**src/rtl/cpu_pkg.sv**
```systemverilog
// cpu_pkg: shared FSM states, opcode constants and flag bit positions for the cpu sequencer
package cpu_pkg;
  typedef enum logic [2:0] {FETCH, DECODE, EXEC, WB, HALT} state_t;
  localparam logic [3:0] OP_JMP  = 4'b1000;
  localparam logic [3:0] OP_JE   = 4'b1001;
  localparam logic [3:0] OP_NOP  = 4'b1010;
  localparam logic [3:0] OP_HALT = 4'b1011;
  localparam int CF = 2;
  localparam int SF = 1;
  localparam int ZF = 0;
endpackage

```
**src/rtl/cpu_sequencer_if.sv**
```systemverilog
// cpu_sequencer_if: instruction-memory fetch bus, req/addr from sequencer and ack/data from memory
interface cpu_sequencer_if #(parameter int IW = 16, parameter int PCW = 8);
  logic imem_req;
  logic [PCW-1:0] imem_addr;
  logic imem_ack;
  logic [IW-1:0] imem_data;
  modport master(output imem_req, imem_addr, input imem_ack, imem_data);
  modport slave(input imem_req, imem_addr, output imem_ack, imem_data);
endinterface

```
**src/rtl/cpu_decode.sv**
```systemverilog
// cpu_decode: opcode and registered zf/sf to imm_sel, reg_en, alu_op, jump and halt selects
module cpu_decode
  import cpu_pkg::*;
(
  input  logic [3:0] opcode,
  input  logic       zf,
  input  logic       sf,
  output logic       imm_sel,
  output logic       reg_en,
  output logic       jmp_sel,
  output logic       halt_sel,
  output logic [1:0] alu_op
);
  always_comb begin
    imm_sel  = ~opcode[3] & opcode[2];
    reg_en   = ~(opcode[3] & ~opcode[2]);
    alu_op   = opcode[1:0];
    jmp_sel  = (opcode == OP_JMP) || (opcode == OP_JE && zf && !sf);
    halt_sel = opcode == OP_HALT;
  end
endmodule

```
**src/rtl/cpu_sequencer.sv**
```systemverilog
// cpu_sequencer: fetch/decode/exec/writeback controller owning pc, ir and {cf,sf,zf} flags
module cpu_sequencer
  import cpu_pkg::*;
#(
  parameter int IW = 16,
  parameter int PCW = 8,
  parameter logic [PCW-1:0] RESET_PC = '0
) (
  input  logic                  clk,
  input  logic                  rst,
  cpu_sequencer_if.master       bus,
  input  logic                  cf_in,
  input  logic                  sf_in,
  input  logic                  zf_in,
  output logic [IW-1:0]         ir,
  output logic [PCW-1:0]        pc,
  output logic [2:0]            flags,
  output logic                  alu_en,
  output logic [1:0]            alu_op,
  output logic                  imm_sel,
  output logic                  rf_we,
  output logic                  halted
);
  state_t state, nxt;
  logic reg_en, jmp_sel, halt_sel;
  cpu_decode u_decode (
    .opcode(ir[IW-1:IW-4]),
    .zf(flags[ZF]),
    .sf(flags[SF]),
    .imm_sel(imm_sel),
    .reg_en(reg_en),
    .jmp_sel(jmp_sel),
    .halt_sel(halt_sel),
    .alu_op(alu_op)
  );
  assign bus.imem_addr = pc;
  always_ff @(posedge clk) begin
    if (rst) begin
      state <= FETCH;
      pc <= RESET_PC;
      ir <= '0;
      flags <= '0;
    end else begin
      state <= nxt;
      if (state == FETCH && bus.imem_ack) ir <= bus.imem_data;
      if (state == EXEC && reg_en) flags <= {cf_in, sf_in, zf_in};
      if (state == WB) pc <= jmp_sel ? ir[PCW-1:0] : pc + PCW'(1);
    end
  end
  always_comb begin
    nxt = state;
    bus.imem_req = 1'b0;
    alu_en = 1'b0;
    rf_we = 1'b0;
    halted = 1'b0;
    case (state)
      FETCH: begin
        bus.imem_req = 1'b1;
        nxt = bus.imem_ack ? DECODE : FETCH;
      end
      DECODE: nxt = halt_sel ? HALT : EXEC;
      EXEC: begin
        alu_en = reg_en;
        nxt = WB;
      end
      WB: begin
        rf_we = reg_en;
        nxt = FETCH;
      end
      HALT: halted = 1'b1;
      default: nxt = FETCH;
    endcase
  end
endmodule

```
**src/flat_wrapper.sv**
```systemverilog
// flat-port wrapper written by rule: the top's interface ports become plain ports
module cpu_sequencer_flat import cpu_pkg::*;
#(
  parameter int IW = 16,
  parameter int PCW = 8,
  parameter logic [PCW-1:0] RESET_PC = '0
)
  (clk, rst, cf_in, sf_in, zf_in, ir, pc, flags, alu_en, alu_op, imm_sel, rf_we, halted, bus_imem_req, bus_imem_addr, bus_imem_ack, bus_imem_data);
  cpu_sequencer_if #(.IW(IW), .PCW(PCW)) bus_i ();
  input  logic clk;
  input  logic rst;
  input  logic cf_in;
  input  logic sf_in;
  input  logic zf_in;
  output logic [IW-1:0] ir;
  output logic [PCW-1:0] pc;
  output logic [2:0] flags;
  output logic alu_en;
  output logic [1:0] alu_op;
  output logic imm_sel;
  output logic rf_we;
  output logic halted;
  output wire logic [$bits(bus_i.imem_req)-1:0] bus_imem_req;
  output wire logic [$bits(bus_i.imem_addr)-1:0] bus_imem_addr;
  input wire logic [$bits(bus_i.imem_ack)-1:0] bus_imem_ack;
  input wire logic [$bits(bus_i.imem_data)-1:0] bus_imem_data;
  assign bus_imem_req = bus_i.imem_req;
  assign bus_imem_addr = bus_i.imem_addr;
  assign bus_i.imem_ack = bus_imem_ack;
  assign bus_i.imem_data = bus_imem_data;
  cpu_sequencer #(.IW(IW), .PCW(PCW), .RESET_PC(RESET_PC)) u_core (.clk(clk), .rst(rst), .bus(bus_i), .cf_in(cf_in), .sf_in(sf_in), .zf_in(zf_in), .ir(ir), .pc(pc), .flags(flags), .alu_en(alu_en), .alu_op(alu_op), .imm_sel(imm_sel), .rf_we(rf_we), .halted(halted));
endmodule
```
**config.mk**
```make
export PLATFORM = sky130hd
export DESIGN_NAME = cpu_sequencer_flat
export DESIGN_NICKNAME = d
export VERILOG_FILES = /design/src/rtl/cpu_pkg.sv /design/src/rtl/cpu_sequencer_if.sv /design/src/rtl/cpu_decode.sv /design/src/rtl/cpu_sequencer.sv /design/src/flat_wrapper.sv
export SDC_FILE = /design/constraint.sdc
export NUM_CORES = 1
export LEC_CHECK = 0
export CORE_UTILIZATION = 58
export CTS_BUF_LIST = sky130_fd_sc_hd__clkbuf_2
export DETAILED_ROUTE_END_ITERATION = 6
export DONT_BUFFER_PORTS = 1
export GPL_ROUTABILITY_DRIVEN = 0
export MAX_ROUTING_LAYER = met4
export PLACE_DENSITY = 0.76
export SYNTH_ARGS = -nofsm -noshare
export SYNTH_HDL_FRONTEND = slang
export SYNTH_SLANG_ARGS = --single-unit
```
**constraint.sdc**
```tcl
create_clock -name clk -period 1.5 [get_ports clk]
set_input_delay 0.3 -clock clk [delete_from_list [all_inputs] [get_ports clk]]
set_output_delay 0.3 -clock clk [all_outputs]
set_load 0.005 [all_outputs]
```
==> results.txt <==
Final hold vios = 1
Die width = 52.18 um
Syn-to-layout area delta = 9.426%
Tcrit/Tclk final = 95.72%
Sequential share of the synthesized area = 41.13%
Cells after DPL = 201
Crit path required time = 1200 ps
Final setup viols = 0
First-pass GRT wire length = 4885 um
Sequential share of power = 59.1%
DP HPWL = 2256 um
Number of diodes = 0
Final Critical Period = 1436 ps
Clock latency on the worst-skew pair = 390 ps
Cells along the critical path = nand2_2 > nor2_2 > and2_1
GRT overflow = 0
Synth top area cells = dfxtp_1 (41%), nand2_1 (9.8%), a21oi_1 (6.9%)
Non-filler cells in the finished layout = 216
Synthesized area = 1460 um2
Critical path peak fanout = 6
Drt drc = 0
Worst slew margin = 38.99%
Net Switching = 0.0004467 W
Kind of critical path = flop to output port
Vias in the first global route = 1,118
Tot GR Track Use = 25.86%
Final Max Tran Viols = 0
Layout Nets = 210
Cell taking the most area after synthesis = dfxtp_1
Clk network pwr share = 27.2%
Via count = 1,257
Tot Pwr = 0.001483 W
Avg WL per Cell = 15.28 um
DRT antenna net count = 0
Die Y = 52.18 um
Slowest cell on crit path = dfxtp_4
Failing checks = negative hold slack
Post-synthesis cell count = 181
Root Driver = clkbuf_2
FMAX = 696.5 MHz
Fill count = 188
Initial core utilization = 63.56%
CTS tree = built
Drt pass-1 iters = 4
Worst Clk Skew = 22.39 ps
Worst VDD drop = 715.5 uV
Top-level port count = 64
Setup crit start kind = flop
Post-DR vias/cell = 5.819
Combinational Power Share = 13.7%
Syn_area_per_cell = 8.067 um2
Clock tree buffer depth = 2
Floorplan row count = 17
Fin Hold WS = -3.139 ps
Status = complete, but fails checks
Internal power = 0.001037 W
Synthesis Warnings = 0
Initial antenna violation count = 0
Post-synth top area share = 41.13%
Leakage = 0.6275 nW
Min-Delay Path Class = input port to flop
Post-Syn Nets = 204
Crit. End Element = output port
# clock sinks = 30
Final Routed Wirelength = 3300 um
Synth cell types = 38
Total CTS buffers = 5
Layout cell share with drive strength beyond 1 = 20.74%
Crit path DAT = 1140 ps
Largest stage delay on the critical path = 400 ps
Max cap viols = 0
Port Buf Inserts = 0
Actual slew at the worst max-slew pin = 912.1 ps
CP delay by family, top = flip-flops
Die ar. = 2722 um2
CTS H-tree lvls = 2
Drt first-iter violations = 23
Largest net degree at the start of global routing = 26
Crit path buffers/inverters = 0
Core Area = 2297 um2
Reg clk slew, reported paths = 170 ps
Power per cell area = 928.4 nW/um2
Sw Ratio = 30.11%
Flops & latches, synth = 30
==> state kept, by name, summed over array words and instances, names as in the netlist <==
signal,flops
u_core.flags,3
u_core.state,3
u_core.ir,16
u_core.bus.imem_addr,8
==> power groups by stage <==
stage                     logic, W  clock network (W)  registers, W
final                     0.000203           0.000403      0.000877
after detailed placement  0.000171                  0      0.000896
after global routing      0.000223           0.000437      0.000883
after floorplan           0.000140                  0      0.000887
after CTS                 0.000190           0.000403      0.000879
after global placement    0.000164                  0      0.000895
==> cell usage after synthesis <==
library cell,count
o32ai_1,4
buf_6,2
nand4b_1,1
a211oi_1,1
a211o_1,1
inv_1,6
ha_1,1
nand3b_1,1
mux2i_1,9
nor3_2,1
nand4_1,1
or2b_1,1
nor3b_1,1
nand2_1,38
a2111oi_1,1
buf_4,12
nand2b_1,2
or3_2,1
nor2b_1,3
nor3_1,5
and2_1,2
o21ai_0,2
buf_2,4
dfxtp_1,30
nand2_2,1
clkbuf_1,4
nor4_1,1
a21oi_1,20
a211oi_2,1
or2_1,1
and3_1,2
o21ai_1,1
o2bb2ai_1,1
nor2_1,9
or3_1,2
a311oi_1,1
a31oi_1,1
nand3_1,6
==> cells in the final DEF (no fill, tap or decap), types with 5 or more instances in the layout <==
cell type / Yosys / routed
inv_1: 6 / 6
nor2_1: 9 / 8
a21oi_1: 20 / 20
clkbuf_2: 0 / 5
buf_4: 12 / 17
mux2i_1: 9 / 9
nand2_1: 38 / 38
nand3_1: 6 / 5
dfxtp_1: 30 / 26
==> cell type report <==
class	count	area (um2)	share of cell area, %
repair buffers	21	177.7	11.12
clock buffers	5	25.02	1.566
clock inverters	3	16.27	1.018
well taps	28	35.03	2.193
flip-flops and latches	30	610.6	38.21
inverters	6	22.52	1.410
multi-input cells	123	710.7	44.48
==> logic make-up (layout without fill, tap and decap cells) <==
| kind of cell | count (synthesis) | count (layout) | share of synthesized area (%) |
|---|---|---|---|
| and+or+nand+nor | 79 | 79 | 25.62 |
| AOI/OAI and AO/OA | 34 | 34 | 14.57 |
| DFF | 30 | 30 | 41.13 |
| buffers and inverters | 28 | 35 | 11.65 |
| muxes | 9 | 9 | 6.170 |
| adders and majority gates | 1 | 1 | 0.8568 |
==> metal layers <==
| layer | global-route usage (%) | part of all wire, % | vias up |
|---|---|---|---|
| met5 | - | 0 | - |
| li1 | - | - | 628 |
| met1 | 30.25 | 44 | 571 |
| met4 | 14.47 | 1.8 | 0 |
| met3 | 7.246 | 6.4 | 8 |
| met2 | 39.96 | 48 | 50 |
==> through the flow <==
step	hold WS, ps	setup TNS, ps	cell area [um2]	setup WS (ps)	utilization [%]
floorplan	436.0	0	1460	116.8	-
global placement	373.0	0	1465	99.56	63.78
detailed placement	373.8	0	1465	23.71	63.78
CTS	0.2884	0	1549	32.64	67.43
global route	1.490	-12.33	1598	-12.33	69.55
finish	-3.139	0	1598	64.26	69.55
==> worst paths after layout <==
kind                                 startpoint                      end  slack, ps  cells after the start
worst min-delay path                        rst  u_core.bus.imem_addr[5]         -3                      1
worst max register to register  u_core.flags[1]  u_core.bus.imem_addr[4]         90                      4
worst max-delay path            u_core.state[1]                    rf_we         60                      3
worst min register to register    u_core.ir[10]            u_core.ir[10]        490                      2
==> timing repair <==
item                                    in CTS  in global routing
endpoints found under the setup margin       3                  3
resized for setup                            8                  4
pin swaps                                    2                  2
hold buffers                                 1                  2
setup buffers                                2                  2
hold endpoints to repair                    25                  3
No activity file was read; power rests on OpenSTA's default activity.
